`config.mk`:
```
export PLATFORM = sky130hd
export DESIGN_NAME = fc_rx_framer
export DESIGN_NICKNAME = d
export VERILOG_FILES = /design/src/rtl/fc_rx_framer.sv
export SDC_FILE = /design/constraint.sdc
export NUM_CORES = 1
export LEC_CHECK = 0
export CORE_MARGIN = 8
export CORE_UTILIZATION = 57
export CTS_CLUSTER_SIZE = 8
export DETAILED_ROUTE_END_ITERATION = 12
export DONT_BUFFER_PORTS = 1
export PLACE_DENSITY = 0.74
export REMOVE_ABC_BUFFERS = 1
export SYNTH_ARGS = -nofsm -noshare
export SYNTH_HDL_FRONTEND = slang
export SYNTH_SLANG_ARGS = --single-unit
```
`constraint.sdc`:
```
create_clock -name clk -period 2.6 [get_ports clk]
set_clock_uncertainty 0.1 [all_clocks]
set_input_delay 0.39 -clock clk [delete_from_list [all_inputs] [get_ports clk]]
set_output_delay 0.39 -clock clk [all_outputs]
set_load 0.005 [all_outputs]
```
`src/rtl/fc_rx_framer.sv`:
```
// fc_rx_framer
//   Fibre Channel receive framer. Classifies 32-bit PHY words as ordered sets,
//   data or invalid, acquires word lock, and extracts SOF..EOF frames onto an
//   Avalon-ST source without backpressure. Each data word is held for one cycle
//   so the word before EOF can be emitted with endofpacket set.
//
// Ports
//   clk               PHY receive clock, rising edge
//   reset             synchronous, active-high
//   rx_data/rx_datak  PHY word and per-byte K-flags (byte 0 first on the line)
//   rx_sync           PHY word sync
//   out_data          frame word (header, payload, CRC)
//   out_valid/out_startofpacket/out_endofpacket/out_error  stream qualifiers
//   r_rdy             one-cycle pulse per received R_RDY
//   frame_ok_count/frame_err_count  saturating frame counters
module fc_rx_framer #(
    parameter int unsigned MAX_WORDS = 537
) (
    input  logic        clk,
    input  logic        reset,
    input  logic [31:0] rx_data,
    input  logic [3:0]  rx_datak,
    input  logic        rx_sync,
    output logic [31:0] out_data,
    output logic        out_valid,
    output logic        out_startofpacket,
    output logic        out_endofpacket,
    output logic        out_error,
    output logic        r_rdy,
    output logic [15:0] frame_ok_count,
    output logic [15:0] frame_err_count
);

    localparam int unsigned WCW = $clog2(MAX_WORDS + 1);

    typedef enum logic [2:0] {
        ST_LOS,
        ST_HUNT,
        ST_IDLE,
        ST_FRAME,
        ST_DISCARD
    } state_t;

    state_t          state_q, state_d;
    logic [1:0]      hunt_cnt_q, hunt_cnt_d;
    logic [31:0]     held_q, held_d;
    logic            held_vld_q, held_vld_d;
    logic            first_q, first_d;
    logic [WCW-1:0]  wcnt_q, wcnt_d;
    logic [31:0]     out_data_q, out_data_d;
    logic            out_valid_q, out_valid_d;
    logic            out_sop_q, out_sop_d;
    logic            out_eop_q, out_eop_d;
    logic            out_err_q, out_err_d;
    logic            r_rdy_q, r_rdy_d;
    logic [15:0]     ok_q, ok_d;
    logic [15:0]     errc_q, errc_d;

    // Word classification
    logic [7:0] b1, b2, b3;
    logic       is_os, is_data, is_sof, is_eof, is_eof_good, is_rrdy;

    always_comb begin
        b1          = rx_data[15:8];
        b2          = rx_data[23:16];
        b3          = rx_data[31:24];
        is_os       = (rx_datak == 4'b0001) && (rx_data[7:0] == 8'hBC);
        is_data     = (rx_datak == 4'b0000);
        is_sof      = is_os && (b1 == 8'hB5) && (b2 == b3) &&
                      ((b2 == 8'h56) || (b2 == 8'h36) || (b2 == 8'h58));
        is_eof      = is_os && ((b1 == 8'h95) || (b1 == 8'hB5)) && (b2 == b3) &&
                      ((b2 == 8'h75) || (b2 == 8'hD5) || (b2 == 8'hF5));
        is_eof_good = is_eof && (b2 != 8'hF5);
        is_rrdy     = is_os && (rx_data == 32'h4A4A95BC);
    end

    logic close, close_good;

    always_comb begin
        state_d     = state_q;
        hunt_cnt_d  = hunt_cnt_q;
        held_d      = held_q;
        held_vld_d  = held_vld_q;
        first_d     = first_q;
        wcnt_d      = wcnt_q;
        out_data_d  = out_data_q;
        out_valid_d = 1'b0;
        out_sop_d   = 1'b0;
        out_eop_d   = 1'b0;
        out_err_d   = 1'b0;
        r_rdy_d     = 1'b0;
        ok_d        = ok_q;
        errc_d      = errc_q;
        close       = 1'b0;
        close_good  = 1'b0;

        if (!rx_sync) begin
            close   = (state_q == ST_FRAME);
            state_d = ST_LOS;
        end else begin
            r_rdy_d = is_rrdy && ((state_q == ST_IDLE) || (state_q == ST_FRAME) ||
                                  (state_q == ST_DISCARD));
            unique case (state_q)
                ST_LOS: begin
                    state_d    = ST_HUNT;
                    hunt_cnt_d = '0;
                end
                ST_HUNT: begin
                    if (is_os) begin
                        if (hunt_cnt_q == 2'd2) begin
                            state_d = ST_IDLE;
                        end else begin
                            hunt_cnt_d = hunt_cnt_q + 2'd1;
                        end
                    end else begin
                        hunt_cnt_d = '0;
                    end
                end
                ST_IDLE: begin
                    if (is_sof) begin
                        state_d    = ST_FRAME;
                        held_vld_d = 1'b0;
                        first_d    = 1'b1;
                        wcnt_d     = '0;
                    end
                end
                ST_FRAME: begin
                    if (is_data) begin
                        if (wcnt_q == WCW'(MAX_WORDS)) begin
                            close   = 1'b1;
                            state_d = ST_DISCARD;
                        end else begin
                            if (held_vld_q) begin
                                out_valid_d = 1'b1;
                                out_data_d  = held_q;
                                out_sop_d   = first_q;
                                first_d     = 1'b0;
                            end
                            held_d     = rx_data;
                            held_vld_d = 1'b1;
                            wcnt_d     = wcnt_q + WCW'(1);
                        end
                    end else if (is_sof) begin
                        // Close the running frame and open the new one in place.
                        close      = 1'b1;
                        first_d    = 1'b1;
                        wcnt_d     = '0;
                    end else begin
                        close      = 1'b1;
                        close_good = is_eof_good;
                        state_d    = ST_IDLE;
                    end
                end
                ST_DISCARD: begin
                    if (is_os) begin
                        state_d = ST_IDLE;
                    end
                end
                default: state_d = ST_LOS;
            endcase
        end

        // Frame termination: flush the held word with eop, then count the frame.
        // A good EOF with nothing held still counts as an errored frame.
        if (close) begin
            if (held_vld_q) begin
                out_valid_d = 1'b1;
                out_data_d  = held_q;
                out_sop_d   = first_q;
                out_eop_d   = 1'b1;
                out_err_d   = !close_good;
            end
            held_vld_d = 1'b0;
            if (close_good && held_vld_q) begin
                if (ok_q != '1) ok_d = ok_q + 16'd1;
            end else begin
                if (errc_q != '1) errc_d = errc_q + 16'd1;
            end
        end
    end

    always_ff @(posedge clk) begin
        if (reset) begin
            state_q     <= ST_LOS;
            hunt_cnt_q  <= '0;
            held_q      <= '0;
            held_vld_q  <= 1'b0;
            first_q     <= 1'b0;
            wcnt_q      <= '0;
            out_data_q  <= '0;
            out_valid_q <= 1'b0;
            out_sop_q   <= 1'b0;
            out_eop_q   <= 1'b0;
            out_err_q   <= 1'b0;
            r_rdy_q     <= 1'b0;
            ok_q        <= '0;
            errc_q      <= '0;
        end else begin
            state_q     <= state_d;
            hunt_cnt_q  <= hunt_cnt_d;
            held_q      <= held_d;
            held_vld_q  <= held_vld_d;
            first_q     <= first_d;
            wcnt_q      <= wcnt_d;
            out_data_q  <= out_data_d;
            out_valid_q <= out_valid_d;
            out_sop_q   <= out_sop_d;
            out_eop_q   <= out_eop_d;
            out_err_q   <= out_err_d;
            r_rdy_q     <= r_rdy_d;
            ok_q        <= ok_d;
            errc_q      <= errc_d;
        end
    end

    assign out_data          = out_data_q;
    assign out_valid         = out_valid_q;
    assign out_startofpacket = out_sop_q;
    assign out_endofpacket   = out_eop_q;
    assign out_error         = out_err_q;
    assign r_rdy             = r_rdy_q;
    assign frame_ok_count    = ok_q;
    assign frame_err_count   = errc_q;

endmodule

```
==> flow_metrics.env <==
export IMPL_fin_util=0.705
export IMPL_final_cell_area_um2=6360
export IMPL_dp_cells=759
export IMPL_finalSetupViolations=0
export IMPL_grt_use_total=0.224
export IMPL_power_mw=4.26
export IMPL_via_per_inst=5.99
export IMPL_hold_slack_ns=0.0289
export IMPL_synth_edf_count=0
export IMPL_synthTopCellsByArea="dfxtp_1, nand2_1, a21oi_1, nand3_1, clkbuf_1"
export IMPL_dr_pass1_iters=7
export IMPL_grt_antenna_before_repair=0
export IMPL_hold_class="primary input to register"
export IMPL_async_flop_share=0
export IMPL_synth_area_leader_cell="dfxtp_1"
export IMPL_clock_sinks=118
export IMPL_synth_area_per_cell_um2=7.92
export IMPL_netlist_area_leader_share=0.455
export IMPL_rsz0062_at_grt="no"
export IMPL_grt_pass1_wl_mm=23.4
export IMPL_cpMaxStageDelayCell="or4_1"
export IMPL_seq_area_frac_synth=0.455
export IMPL_final_nets=745
export IMPL_die_y_um=111
export IMPL_clk_pin_slew_worst_paths_ns=0.06
export IMPL_drc=0
export IMPL_crit_family="simple AND/OR/NAND/NOR gates"
export IMPL_dp_hpwl_mm=9.13
export IMPL_worstPathMaxFanout=15
export IMPL_synth_seq_cells=118
export IMPL_routed_wl_mm=14.2
export IMPL_slew_headroom=0.692
export IMPL_finalCriticalPeriod_ns=2.44
export IMPL_critPathLaunchType="register"
export IMPL_dpl_instance_area_um2=5410
export IMPL_final_hold_violation_count=0
export IMPL_fillers=687
export IMPL_n_antenna_cell=0
export IMPL_wl_per_cell_um=17.2
export IMPL_postCtsSetupRepairBufs=0
export IMPL_critical_path_required_ns=2.94
export IMPL_area_growth_pct=22.3
export IMPL_clock_path_buffers=2
export IMPL_floorplan_initialDensity=0.576
export IMPL_drt_iter0_drc=359
export IMPL_num_vias=4938
export IMPL_yosysWarnings=0
export IMPL_synth_top_flop_cell="dfxtp_1"
export IMPL_worstRegToRegCells=8
export IMPL_die_x_um=111
export IMPL_cp_slowest_stage_delay_ns=0.49
export IMPL_grt_start_max_net_pins=110
export IMPL_r2r_slack_ns=0.16
export IMPL_path_cells="ha_1 -> nor2b_1 -> nand4_1 -> a211o_1 -> a31o_4 -> buf_4 -> or4_1 -> a21oi_1"
export IMPL_synthesis_area_um2=5200
export IMPL_layout_drive_gt1_share=0.0966
export IMPL_cts_buffers=17
export IMPL_power_density_nw_per_um2=669
export IMPL_io_buffers=0
export IMPL_vdd_drop_max_uv=366
export IMPL_p_leak_nw=2.12
export IMPL_crit_arrival_ns=2.78
export IMPL_fmax_mhz=411
export IMPL_final_common_cell="nand2_1"
export IMPL_cp_depth=8
export IMPL_critPathCaptureType="register"
export IMPL_period_share=0.937
export IMPL_final_cells=825
export IMPL_rows=35
export IMPL_tightest_slew_ns=0.460
export IMPL_cts_tree="done"
export IMPL_crit_type="register to register"
export IMPL_coreArea_um2=9020
export IMPL_final_cell_mix="nand2_1, dfxtp_1, a21oi_1, dlygate4sd3_1, nor2_1"
export IMPL_cts_root_buf="clkbuf_8"
export IMPL_top_level_ports=108
export IMPL_hold_depth=2
export IMPL_crit_buf_inv=1
export IMPL_drtAntennaViolNets=0
export IMPL_place_gp_congestion=0.828
export IMPL_cts_max_level=4
export IMPL_drv_cap=0
export IMPL_overflow=0
export IMPL_grt_pass1_vias=4734
export IMPL_dieArea_um2=12400
export IMPL_synth_cell_type_count=57
export IMPL_outcome="completed"
export IMPL_clock_latency_ns=0.51
export IMPL_syn_inst=656
export IMPL_finalMaxSlewViolations=0
[where the power goes]
part	switching [mW]	internal, mW
clock network	0.904	1.40
logic	0.0717	0.0713
registers	0.00371	1.81
total	0.979	3.28
[cell type report]
type	instances	area [µm²]	area share
Multi-Input combinational cell	495	2680	0.422
Timing Repair Buffer	61	561	0.0882
Clock buffer	18	418	0.0657
Sequential cell	118	2360	0.372
Tap cell	111	139	0.0218
Inverter	8	30.0	0.00472
Clock inverter	14	168	0.0264
[metal layers]
layer / share of wire / global-route usage / vias to the layer above / routed length [µm]
li1: - / - / 2404 / -
met1: 0.41 / 0.261 / 2321 / 5830
met2: 0.48 / 0.363 / 179 / 6850
met3: 0.087 / 0.0833 / 34 / 1240
met4: 0.020 / 0.0951 / 0 / 291
met5: 0 / 0 / - / 0
[Yosys cell counts, types with 7 or more instances]
master,n
nand3_1,26
nand4_1,11
xor2_1,9
nor3_1,21
and2_1,7
o21ai_0,18
a21oi_1,102
dfxtp_1,118
inv_1,8
nor2_1,29
nand2_1,160
or3_1,15
clkbuf_1,31
xnor2_1,9
[repair_timing]
| action | in CTS | in global routing |
|---|---|---|
| hold endpoints to repair | 110 | 0 |
| gates resized for setup | 0 | 1 |
| endpoints found under the setup margin | 0 | 2 |
| hold buffers | 34 | 0 |
[per-stage QoR]
stage	TNS, ns	worst slack (ns)
after floorplan	-4.47	-0.225
final	0	0.164
after global routing	0	0.00330
after detailed placement	-0.0214	-0.0214
after CTS	0	0.0839
after global placement	-0.0162	-0.0162
[registers in the layout (all words and copies together) (netlist names)]
signal and cells:
out_error 1, state_q 3, frame_err_count 16, wcnt_q 10, out_data 32, out_endofpacket 1, r_rdy 1, held_vld_q 1
first_q 1, frame_ok_count 16, out_startofpacket 1, out_valid 1, hunt_cnt_q 2, held_q 32
[kinds of logic after synthesis]
| group | count (synthesis) | share of synthesized area |
|---|---|---|
| AOI/OAI and AO/OA | 150 | 0.162 |
| xor gates and xnor gates | 18 | 0.0303 |
| and+or+nand+nor | 319 | 0.303 |
| DFF | 118 | 0.455 |
| adders and majority gates | 5 | 0.0120 |
| muxes | 3 | 0.00626 |
| buffers and inverters | 43 | 0.0318 |
[final timing paths]
check / startpoint / endpoint
worst max-delay path: wcnt_q[0] / frame_err_count[15]
worst min-delay path: reset / frame_err_count[13]
worst min register to register: held_q[23] / out_data[23]
worst max register to register: wcnt_q[0] / frame_err_count[15]
(Power assumes the default switching activity.)
